<file path="config.mk">
export PLATFORM = sky130hd
export DESIGN_NAME = gates_vector_seq
export DESIGN_NICKNAME = d
export VERILOG_FILES = /design/src/rtl/gates_vector_seq.sv
export SDC_FILE = /design/constraint.sdc
export NUM_CORES = 1
export LEC_CHECK = 0
export ABC_AREA = 1
export CAP_MARGIN = 20
export CORE_MARGIN = 2
export CORE_UTILIZATION = 46
export CTS_CLUSTER_DIAMETER = 80
export DETAILED_ROUTE_END_ITERATION = 6
export PLACE_DENSITY = 0.7
export SLEW_MARGIN = 30
export SYNTH_ARGS = -nofsm -noshare
export SYNTH_HDL_FRONTEND = slang
export SYNTH_SLANG_ARGS = --single-unit
</file>
<file path="constraint.sdc">
create_clock -name clk -period 3.2 [get_ports clk]
set_input_delay 0.64 -clock clk [delete_from_list [all_inputs] [get_ports clk]]
set_output_delay 0.64 -clock clk [all_outputs]
set_load 0.05 [all_outputs]
</file>
<file path="src/rtl/gates_vector_seq.sv">
// Sweep sequencer for the 3-input gates block: steps vec through every combination,
// holds each for DWELL clocks and captures f_in into resp. Define GATES_SEQ_GRAY_EN for Gray order.
`timescale 1ns/1ps
module gates_vector_seq #(
  parameter int WIDTH = 3,
  parameter int DWELL = 10
) (
  input  logic                clk,
  input  logic                rst_n,
  input  logic                start,
  input  logic                abort,
  input  logic                f_in,
  output logic [WIDTH-1:0]    vec,
  output logic                busy,
  output logic                done,
  output logic [2**WIDTH-1:0] resp
);

  localparam int                CNT_W    = (DWELL > 1) ? $clog2(DWELL) : 1;
  localparam logic [CNT_W-1:0]  CNT_LOAD = CNT_W'(DWELL - 1);
  localparam logic [WIDTH-1:0]  IDX_LAST = '1;

  typedef enum logic [1:0] {S_IDLE, S_RUN, S_DONE} state_t;

  state_t               r_state, w_state_nxt;
  logic [WIDTH-1:0]     r_idx, w_idx_nxt;
  logic [WIDTH-1:0]     r_vec, w_vec_nxt;
  logic [CNT_W-1:0]     r_cnt, w_cnt_nxt;
  logic                 r_busy, w_busy_nxt;
  logic                 r_done, w_done_nxt;
  logic [2**WIDTH-1:0]  r_resp, w_resp_nxt;

  function automatic logic [WIDTH-1:0] order(input logic [WIDTH-1:0] i);
`ifdef GATES_SEQ_GRAY_EN
    return i ^ (i >> 1);
`else
    return i;
`endif
  endfunction

  always_ff @(posedge clk or negedge rst_n) begin
    if (!rst_n) begin
      r_state <= S_IDLE;
      r_idx   <= '0;
      r_vec   <= '0;
      r_cnt   <= '0;
      r_busy  <= 1'b0;
      r_done  <= 1'b0;
      r_resp  <= '0;
    end else begin
      r_state <= w_state_nxt;
      r_idx   <= w_idx_nxt;
      r_vec   <= w_vec_nxt;
      r_cnt   <= w_cnt_nxt;
      r_busy  <= w_busy_nxt;
      r_done  <= w_done_nxt;
      r_resp  <= w_resp_nxt;
    end
  end

  always_comb begin
    w_state_nxt = r_state;
    w_idx_nxt   = r_idx;
    w_vec_nxt   = r_vec;
    w_cnt_nxt   = r_cnt;
    w_busy_nxt  = r_busy;
    w_done_nxt  = 1'b0;
    w_resp_nxt  = r_resp;
    case (r_state)
      S_IDLE: begin
        if (start && !abort) begin
          w_state_nxt = S_RUN;
          w_idx_nxt   = '0;
          w_vec_nxt   = order('0);
          w_cnt_nxt   = CNT_LOAD;
          w_resp_nxt  = '0;
          w_busy_nxt  = 1'b1;
        end
      end
      S_RUN: begin
        // abort outranks the sample that would land on this edge
        if (abort) begin
          w_state_nxt = S_IDLE;
          w_busy_nxt  = 1'b0;
        end else if (r_cnt != '0) begin
          w_cnt_nxt = r_cnt - 1'b1;
        end else begin
          w_resp_nxt[r_vec] = f_in;
          if (r_idx == IDX_LAST) begin
            w_state_nxt = S_DONE;
            w_busy_nxt  = 1'b0;
            w_done_nxt  = 1'b1;
          end else begin
            w_idx_nxt = r_idx + 1'b1;
            w_vec_nxt = order(r_idx + 1'b1);
            w_cnt_nxt = CNT_LOAD;
          end
        end
      end
      S_DONE: begin
        w_state_nxt = S_IDLE;
      end
      default: begin
        w_state_nxt = S_IDLE;
        w_busy_nxt  = 1'b0;
      end
    endcase
  end

  assign vec  = r_vec;
  assign busy = r_busy;
  assign done = r_done;
  assign resp = r_resp;

endmodule

</file>
==> results by stage <==
STA:
- The largest clock skew in the final design is 0.002544 ns.
- Setup repair after global routing left no endpoint under its margin.
- The tightest slew margin relative to the limit is 0.4714.
- The final count of hold timing violations is 0.
- At the pin with the least slew margin, the transition time is 0.7904 ns.
- In the post-route analysis, the smallest setup slack over all paths is 0.9046 ns.
- The setup TNS after final layout is 0 ns.
- The share of the clock period used by the worst path after layout is 0.7173.
- Hold timing on the final database bottoms out at a slack of 0.4790 ns.
- The worst path needs 2.295 ns of the cycle, external delays included.
- The number of slew-limit violations in the final report is 0.
- For this run, the top clock speed supported by timing is 435.6 MHz.
- The count of final setup violators is 0.

Worst hold path:
- The startpoint of the most critical hold path is resp[1].
- Along the worst hold path, the cell count comes to 2.
- The kind of path behind the tightest hold check is reg -> reg.
- The path with the worst hold slack has its endpoint at resp[1].

Logic synthesis:
- Sorting the synthesized cells by area gives the leading types as sky130_fd_sc_hd__dfrtp_1, sky130_fd_sc_hd__nand2_1, sky130_fd_sc_hd__nand3_1.
- In this run, synthesis produced a sequential element count of 19.
- Synthesis produced a netlist with a net count of 155.
- Of the synthesized area, sequential elements account for 0.4204.
- The cell area after technology mapping is 1131 um^2.
- The number of cells produced by synthesis is 146.
- The average instance area after synthesis is 7.747 um^2.
- The share of synthesized area in the top cell type comes to 0.4204.
- The number of library cell types mapped by synthesis is 18.
- The number of synthesis warnings is 0.
- The largest area contributor in the synthesized netlist is sky130_fd_sc_hd__dfrtp_1.

Routing:
- The routed length per placed instance is 10.65 um.
- The first TritonRoute pass finished after 4 iterations.
- The routed layout has 951 vias.
- Dividing the detail-routed via count by the number of cells gives 5.005.
- The count of nets left with antenna violations after detail routing is 0.
- The first routing iteration left 24 violations.
- After detailed routing, the number of remaining DRC violations is 0.
- For this block, the routed nets add up to 2024 um of wire.

Floorplanning:
- The floorplan step defined a die boundary enclosing 2871 um^2.
- 18 I/O pins were placed.
- The height of the die is 53.59 um.
- The core region is 2276 um^2.
- The initial utilization of the core area, before any placement, comes to 0.4970.
- The die is 53.59 um wide.
- In this run the core area contains 17 standard-cell rows.

Clock network:
- The clock slew seen by the registers of the worst setup and hold paths is 0.10 ns.
- The number of clock sinks is 19.
- For the worst-skew pair, the clock arrives at the later sink with an insertion delay of 0.30 ns.
- The number of buffers inserted by post-CTS setup repair is 0.
- After clock tree synthesis, the repair step resized 0 gates.
- In this run, CTS created clock tree buffers numbering 3.
- The CTS tree is done.
- The H-tree level count is 1.
- The number of buffers on the longest clock path is 2.
- The total of hold buffers inserted after clock tree synthesis is 0.
- The clock root buffer master is sky130_fd_sc_hd__clkbuf_4.

Global route:
- The first global-routing pass estimated 3463 um of wire.
- The aggregate global-route resource usage is 0.1648.
- The initial antenna violation count was 0.
- The via count of the first global-routing pass is 836.
- Summed over all layers, the global routing overflow is 0.
- The largest net degree at the start of global routing is 22.

Worst setup path:
- The number of buffers and inverters on the critical path is 1.
- The startpoint identified for the worst register-to-register timing path is r_state[1].
- The highest fanout seen on the critical path is 9.
- The critical path start-end classification is reg -> out.
- The standard cell with the maximum stage delay on the critical path is sky130_fd_sc_hd__clkdlybuf4s50_1.
- The source of the critical timing path is vec[0].
- Traced cell by cell, the critical path runs through clkdlybuf4s50_1.
- The maximum cell stage delay along the critical path is 0.86 ns.
- On the critical path the largest part of the delay comes from buffers and inverters.
- For the worst setup path, the data required time is 2.56 ns.
- The nature of the critical path endpoint is an output pin.
- The cell count of the worst reg-to-reg path is 6.
- The minimum setup slack among reg-to-reg paths is 1.65 ns.
- The critical register-to-register path endpoint is r_cnt[1].
- The arrival time at the worst endpoint is 1.66 ns.
- The worst setup path is launched from a flip-flop.

Power:
- The static leakage is 0.6987 nW.
- Across the VDD grid, the largest voltage drop is 0.3831 mV.
- The total power is 0.7643 mW.
- Dividing total power by cell area gives a power density of 578.5 nW/um^2.

Final layout:
- The most common cell after layout, fill and taps aside is sky130_fd_sc_hd__nand2_1.
- The final layout net count is 172.
- The number of diodes is 0.
- The storage element area is 475.5 um^2.
- From synthesis to final layout, the design area changed by 16.81%.
- In the layout the commonest cells are sky130_fd_sc_hd__nand2_1, sky130_fd_sc_hd__nand3_1, sky130_fd_sc_hd__dfrtp_1, sky130_fd_sc_hd__inv_1, sky130_fd_sc_hd__clkdlybuf4s50_1.
- The multi-input combinational cells in the finished layout cover a total of 539.3 um^2.
- In the final layout, the share of cells above drive strength 1 is 0.08025.
- The layout has 217 filler cells.

Placed design:
- The HPWL reported at the end of detailed placement is 1535 um.
- The count of buffers from port buffering is 17.
- The routability congestion estimate is 0.8037.
- The post-placement worst setup slack is 1.069 ns.

Status:
- The run finished with clean final reports.

Flow run:
- Across the run, the number of max-cap violations was 0.
how the worst max path moves through the flow:
stage,cells past startpoint,slack [ns],end
after detailed placement,7,1.07,r_cnt[1]
after global routing,1,0.81,vec[0]
after global placement,7,1.14,r_cnt[1]
after CTS,1,0.88,vec[0]
after floorplan,6,1.61,r_cnt[2]
final,1,0.90,vec[0]
layout make-up:
type | count | share of cell area
inverter | 20 | 0.05682
timing repair buffer | 17 | 0.1288
multi-input combinational | 102 | 0.4081
tap | 28 | 0.02652
clock buffer | 4 | 0.01989
sequential | 19 | 0.3598
synth_stat cells:
library cell,n
sky130_fd_sc_hd__nand4_1,13
sky130_fd_sc_hd__nand2_2,3
sky130_fd_sc_hd__ha_1,4
sky130_fd_sc_hd__inv_1,18
sky130_fd_sc_hd__buf_6,1
sky130_fd_sc_hd__nor2_8,1
sky130_fd_sc_hd__nand3_2,1
sky130_fd_sc_hd__nor2_2,1
sky130_fd_sc_hd__nand2_1,45
sky130_fd_sc_hd__xor2_1,1
sky130_fd_sc_hd__nand3_4,1
sky130_fd_sc_hd__nor2_4,1
sky130_fd_sc_hd__nand3_1,21
sky130_fd_sc_hd__nor2_1,7
sky130_fd_sc_hd__buf_4,4
sky130_fd_sc_hd__o21ai_1,3
sky130_fd_sc_hd__inv_2,2
sky130_fd_sc_hd__dfrtp_1,19
worst register-to-register path, cell delays in order, from the launching register on:
cell                      delay (ns)
sky130_fd_sc_hd__dfrtp_1        0.46
sky130_fd_sc_hd__nor2_8         0.26
sky130_fd_sc_hd__nand2_2        0.08
sky130_fd_sc_hd__nand2_2        0.30
sky130_fd_sc_hd__nand2_1        0.20
sky130_fd_sc_hd__nand2_1        0.09
sky130_fd_sc_hd__o21ai_1        0.06
routing by layer:
metal | up-vias | track usage | wire length (um) | part of all wire
met4 | 0 | 0.03846 | 12 | 0.0059
met1 | 426 | 0.2154 | 1017 | 0.50
met5 | - | 0 | 0 | 0
li1 | 506 | - | - | -
met3 | 2 | 0.06111 | 104 | 0.051
met2 | 17 | 0.2593 | 889 | 0.44
stage by stage:
| stage | std cells | area (um^2) | utilization |
|---|---|---|---|
| final | 190 | 1321 | 0.5805 |
| after global routing | 190 | 1321 | 0.5805 |
| after CTS | 190 | 1321 | 0.5805 |
| after detailed placement | 186 | 1295 | 0.5690 |
| after global placement | 186 | 1295 | 0.5690 |
| after floorplan | 146 | 1131 | - |
sequential cells by signal, indices dropped and copies added, names as in the netlist:
register and cells:
busy 1, done 1, r_cnt 4, r_state 2, resp 8, vec 3
power by group:
group / switching, mW / internal [mW] / total (mW)
sequential: 0.0436 / 0.278 / 0.322
clock: 0.0711 / 0.0486 / 0.120
combinational: 0.214 / 0.108 / 0.323
cells by family after synthesis:
| family | synth area share |
|---|---|
| buffers and inverters | 0.1029 |
| adders and majority gates | 0.04425 |
| xor gates and xnor gates | 0.007745 |
| and+or+nand+nor | 0.4115 |
| DFF | 0.4204 |
| AOI/OAI and AO/OA | 0.01327 |
No activity file was read; power rests on OpenSTA's default activity.
==> patch 1: new RTL, config.mk and constraints unchanged <==
Add an input register stage for `start`, `abort` and `f_in`, cleared by the reset; this delays them by one clock.
--- a/src/rtl/gates_vector_seq.sv
+++ b/src/rtl/gates_vector_seq.sv
@@ -21,6 +21,22 @@
   localparam logic [WIDTH-1:0]  IDX_LAST = '1;
 
   typedef enum logic [1:0] {S_IDLE, S_RUN, S_DONE} state_t;
+
+  logic start_q;
+  logic abort_q;
+  logic f_q;
+
+  always_ff @(posedge clk or negedge rst_n) begin
+    if (!rst_n) begin
+      start_q <= '0;
+      abort_q <= '0;
+      f_q     <= '0;
+    end else begin
+      start_q <= start;
+      abort_q <= abort;
+      f_q     <= f_in;
+    end
+  end
 
   state_t               r_state, w_state_nxt;
   logic [WIDTH-1:0]     r_idx, w_idx_nxt;
@@ -68,7 +84,7 @@
     w_resp_nxt  = r_resp;
     case (r_state)
       S_IDLE: begin
-        if (start && !abort) begin
+        if (start_q && !abort_q) begin
           w_state_nxt = S_RUN;
           w_idx_nxt   = '0;
           w_vec_nxt   = order('0);
@@ -79,13 +95,13 @@
       end
       S_RUN: begin
         // abort outranks the sample that would land on this edge
-        if (abort) begin
+        if (abort_q) begin
           w_state_nxt = S_IDLE;
           w_busy_nxt  = 1'b0;
         end else if (r_cnt != '0) begin
           w_cnt_nxt = r_cnt - 1'b1;
         end else begin
-          w_resp_nxt[r_vec] = f_in;
+          w_resp_nxt[r_vec] = f_q;
           if (r_idx == IDX_LAST) begin
             w_state_nxt = S_DONE;
             w_busy_nxt  = 1'b0;
Function: changed (a bounded check fails within 4 cycles, from zero or initial values and one cycle with rst_n low).
==> patch 1 against the unedited design <==
Power is 19% higher. Clock power grew 77%. Area after synthesis rose by 9.3%. Highest routed layer unchanged. Global-route usage about the same. Wire length is 15% higher. Cell area is 8.8% higher. Sequential cell count rose by 3. Worst setup slack got worse by 0.011 ns.
==> patch 1: results (changes against the unedited design) <==
Drt
  – Drt first-iter violations: 27 (+13%)
  – DR vias: 1022 (+7.5%)
  – Wire length on met1: 998 um (-1.9%)
  – Routed len/inst: 11.7 um (+9.7%)
  – Via-per-instance ratio: 5.14 (+2.6%)
  – Met2 WL: 1.20 mm (+35%)
  – Routed length on met3: 116 um (+12%)

Global routing
  – Initial antenna violation count: 0 (unchanged)
  – Met1 usage: 0.206 (-0.00918)
  – Number of global-route vias before repair: 953 (+14%)
  – Met3 GRT Util: 0.0256 (-0.0355)
  – Gr usage total: 0.165 (+0.000231)
  – Largest net degree at the start of global routing: 23 (+4.5%)
  – First-pass GRT wire length: 4.05 mm (+17%)
  – Routing usage on met2: 0.281 (+0.0214)

Place
  – Gpl congestion: 0.855 (+6.4%)
  – Placed cells: 195 (+4.8%)
  – Detailed Place HPWL: 1.74 mm (+13%)
  – DP Worst Slack: 1.25 ns (+0.180 ns)

Clock network
  – Clk_lat worst skew: 0.31 ns
  – CTS clk-pin slew, worst paths: 0.13 ns (+0.03 ns)
  – TritonCTS buffer count: 3 (unchanged)
  – CTS Buffer Depth: 2 (unchanged)

Status
  – Status: finished, final reports clean

Critical path
  – R2R cell count: 7 (+1)
  – FF-to-FF Start: r_cnt[0]$_DFFE_PN0P_
  – Worst EP arrival: 1.67 ns
  – Reg2reg end: resp[3]$_DFFE_PN0P_
  – R2R Setup Slk: 1.37 ns (-0.28 ns)
  – Worst path max stage delay: 0.85 ns

Final layout
  – Ant. Diodes: 0 (unchanged)
  – Layout fillers: 234 (+7.8%)
  – Final Net Count: 179 (+4.1%)
  – Layout cells sized above 1: 0.0888 (+0.00851)

Timing
  – Final Worst Setup Slack: 0.894 ns (-0.0108 ns)
  – Post-Route Skew: 0.00637 ns (+0.00383 ns)
  – Relative slew slack: 0.547 (+0.0756)

Logic synthesis
  – Mapped Cells: 153 (+4.8%)
  – Synth top area cells: dfrtp_1, nand2_1, nand3_1
  – Register area share after synthesis: 0.445 (+0.0250)
  – Synthesized netlist net count: 162 (+4.5%)
  – Netlist cell types: 20 (+2)
  – Commonest cells in the synthesized netlist: nand2_1, dfrtp_1, inv_1

Power
  – Worst VDD drop: 0.000427 V (+12%)
  – Leak Pwr: 0.755 nW (+8.1%)
  – Clk pwr: 0.213 mW (+77%)
  – P_int: 0.557 mW (+28%)
  – Logic power comb: 0.339 mW (+5%)

Min path
  – Min-Delay Path Class: in -> async
## patch 1: cell families (layout without fill, tap and decap cells)
logic type	count (synthesis)	in the layout	share of synthesized area
adder cells (fa/ha/maj)	4	4	0.0405
AO/OA/AOI/OAI	2	2	0.00810
AND/OR/NAND/NOR	98	98	0.390
XOR/XNOR	1	1	0.00709
buffers and inverters	26	42	0.109
flip-flops	22	22	0.445
## patch 1: stage by stage
stage          hold slack (ns)  total power [mW]  cell area, um^2
2_1_floorplan            0.344             0.633             1240
3_3_place_gp             0.456             0.695             1390
3_5_place_dp             0.459             0.706             1390
4_1_cts                  0.491             0.920             1440
5_1_grt                  0.282             0.986             1440
6_report                 0.263             0.913             1440
## patch 1: cell type report
class,instances,area (um^2),area share
Clock inverter,1,30.0,0.0209
Tap cell,30,37.5,0.0261
Sequential cell,22,551,0.383
Clock buffer,3,22.5,0.0157
Multi-Input combinational cell,105,551,0.383
Timing Repair Buffer,17,165,0.115
Inverter,21,81.3,0.0566
==> patch 2: new RTL, same settings <==
Made on the original files. The option `GATES_SEQ_GRAY_EN` is turned on by a define.
--- a/src/rtl/gates_vector_seq.sv
+++ b/src/rtl/gates_vector_seq.sv
@@ -1,6 +1,8 @@
 // Sweep sequencer for the 3-input gates block: steps vec through every combination,
 // holds each for DWELL clocks and captures f_in into resp. Define GATES_SEQ_GRAY_EN for Gray order.
 `timescale 1ns/1ps
+`define GATES_SEQ_GRAY_EN
+
 module gates_vector_seq #(
   parameter int WIDTH = 3,
   parameter int DWELL = 10
Behaviour: same outputs for any inputs over 10 cycles, from zero or initial values and one cycle with rst_n low; that may be too few to reach the edited logic, so the function may still have changed.
==> patch 2 against the unedited design <==
Cell area grew 11%. Worst setup slack got worse by 0.0031 ns. Wire length increased by 22%. Fmax is 0.14% lower. Power rose by 18%. Hold slack got worse by 0.21 ns. Area after synthesis is 12% higher. Register-to-register slack worse by 0.04 ns. Sequential cell count up 2.
==> patch 2: results (changes against the unedited design) <==
Power
  – Leak Pwr: 0.793 nW (+13%)
  – Worst VDD drop: 0.000410 V (+6.9%)
  – P_int: 0.496 mW (+14%)

Min path
  – Min-Delay Path Class: in -> async

Final layout
  – Layout cells sized above 1: 0.0899 (+0.00970)
  – Final Net Count: 199 (+16%)
  – Largest register FFs: 8 (unchanged)
  – Ant. Diodes: 0 (unchanged)
  – Layout fillers: 270 (+24%)
  – Non-filler cells in the finished layout: 220 (+16%)

Drt
  – DR pass1 iterations: 4 (unchanged)
  – Routed len/inst: 11.2 um (+5.0%)
  – Drt first-iter violations: 26 (+8.3%)
  – Via-per-instance ratio: 5.15 (+2.8%)

Timing
  – Post-Route Skew: 0.00687 ns (+0.00432 ns)
  – Worst slew pin tran: 0.503 ns (-0.287 ns)

Logic synthesis
  – Synth top area cells: dfrtp_1, nand2_1, nand3_1
  – Synthesized netlist net count: 181 (+17%)
  – Commonest cells in the synthesized netlist: nand2_1, nand3_1, dfrtp_1
  – Mapped Cells: 172 (+18%)
  – Netlist cell types: 21 (+3)
  – Register area share after synthesis: 0.413 (-0.00697)
  – Yosys warning total: 0 (unchanged)

Critical path
  – R2R cell count: 4 (-2)
  – R2R Setup Slk: 1.61 ns (-0.04 ns)
  – Critical Path Sink: vec[2]
  – Top Family by Delay on Critical Path: buffers and inverters
  – Reg2reg end: resp[7]$_DFFE_PN0P_
  – Worst path max stage delay: 0.86 ns (about the same)
  – Critical path origin: r_idx[2]$_DFFE_PN0P_
  – Largest fanout on the critical path: 7 (-2)
  – Slowest-stage cell, CP: clkdlybuf4s50_1
  – FF-to-FF Start: r_state[0]$_DFFE_PN0P_

Global routing
  – Number of global-route vias before repair: 1077 (+29%)
  – Gr usage total: 0.180 (+0.0154)
  – Routing usage on met2: 0.307 (+0.0480)
  – Initial antenna violation count: 0 (unchanged)
  – Largest net degree at the start of global routing: 22 (unchanged)
  – First-pass GRT wire length: 4.59 mm (+32%)
  – Met3 GRT Util: 0.0207 (-0.0404)
  – Met1 usage: 0.232 (+0.0164)

Status
  – Status: finished, final reports clean

Place
  – Gpl congestion: 0.826 (+2.7%)
  – Detailed Place HPWL: 1.83 mm (+19%)
  – Number of buffers added on ports: 17 (unchanged)

Clock network
  – CTS clk-pin slew, worst paths: 0.12 ns (+0.02 ns)
  – CTS Buffer Depth: 2 (unchanged)
  – Post-CTS setup buffers: 0 (unchanged)
  – TritonCTS buffer count: 3 (unchanged)
-- patch 2: cell count changes after synthesis, sizes merged --
cell    change
nand4       -5
xnor2       +1
nor2        +8
o21ai       -1
inv         +1
nand2      +11
nand3       +6
a21oi       +3
nand3b      +1
buf         -1
dfrtp       +2
-- patch 2: through the flow --
stage / area [um^2] / utilization / hold WS [ns] / setup WS, ns
detailed placement: 1450 / 0.538 / 0.459 / 1.19
CTS: 1470 / 0.548 / 0.490 / 0.886
global placement: 1450 / 0.538 / 0.458 / 1.23
floorplan: 1270 / - / 0.344 / 1.78
global route: 1470 / 0.546 / 0.287 / 0.832
finish: 1470 / 0.546 / 0.271 / 0.901
-- patch 2: worst min-delay path by stage --
stage | endpoint | from
3_5_place_dp | resp[5]$_DFFE_PN0P_ | resp[5]$_DFFE_PN0P_
2_1_floorplan | busy$_DFFE_PN0P_ | rst_n
5_1_grt | done$_DFF_PN0_ | rst_n
4_1_cts | resp[5]$_DFFE_PN0P_ | resp[5]$_DFFE_PN0P_
6_report | vec[0]$_DFFE_PN0P_ | rst_n
3_3_place_gp | resp[0]$_DFFE_PN0P_ | resp[0]$_DFFE_PN0P_
-- patch 2: area by class of cell --
class	count	area (um^2)	share of cell area
tap	31	38.8	0.0264
clock inverter	1	5.00	0.00341
timing repair buffer	17	165	0.113
inverter	21	78.8	0.0537
sequential	21	526	0.358
multi-input combinational	126	632	0.431
clock buffer	3	22.5	0.0153
-- patch 2: per-layer routing --
metal	up-vias	share of wire	wire [um]
met2	22	0.47	1160
met5	-	0	0
met1	523	0.49	1200
met4	0	0.011	26
li1	583	-	-
met3	4	0.028	70
-- patch 2: cell families (layout without fill, tap and decap cells) --
logic type,Yosys count,count (layout),synth area share
buffers and inverters,25,42,0.0896
flip-flops,21,21,0.413
AND/OR/NAND/NOR,115,115,0.424
adder cells (fa/ha/maj),4,4,0.0394
XOR/XNOR,2,2,0.0138
AO/OA/AOI/OAI,5,5,0.0197
-- patch 2: power groups by stage --
stage | clock network (mW) | logic (mW) | registers [mW]
global route | 0.150 | 0.457 | 0.384
global placement | 0 | 0.392 | 0.375
CTS | 0.138 | 0.405 | 0.372
detailed placement | 0 | 0.404 | 0.377
finish | 0.127 | 0.403 | 0.372
floorplan | 0 | 0.243 | 0.437
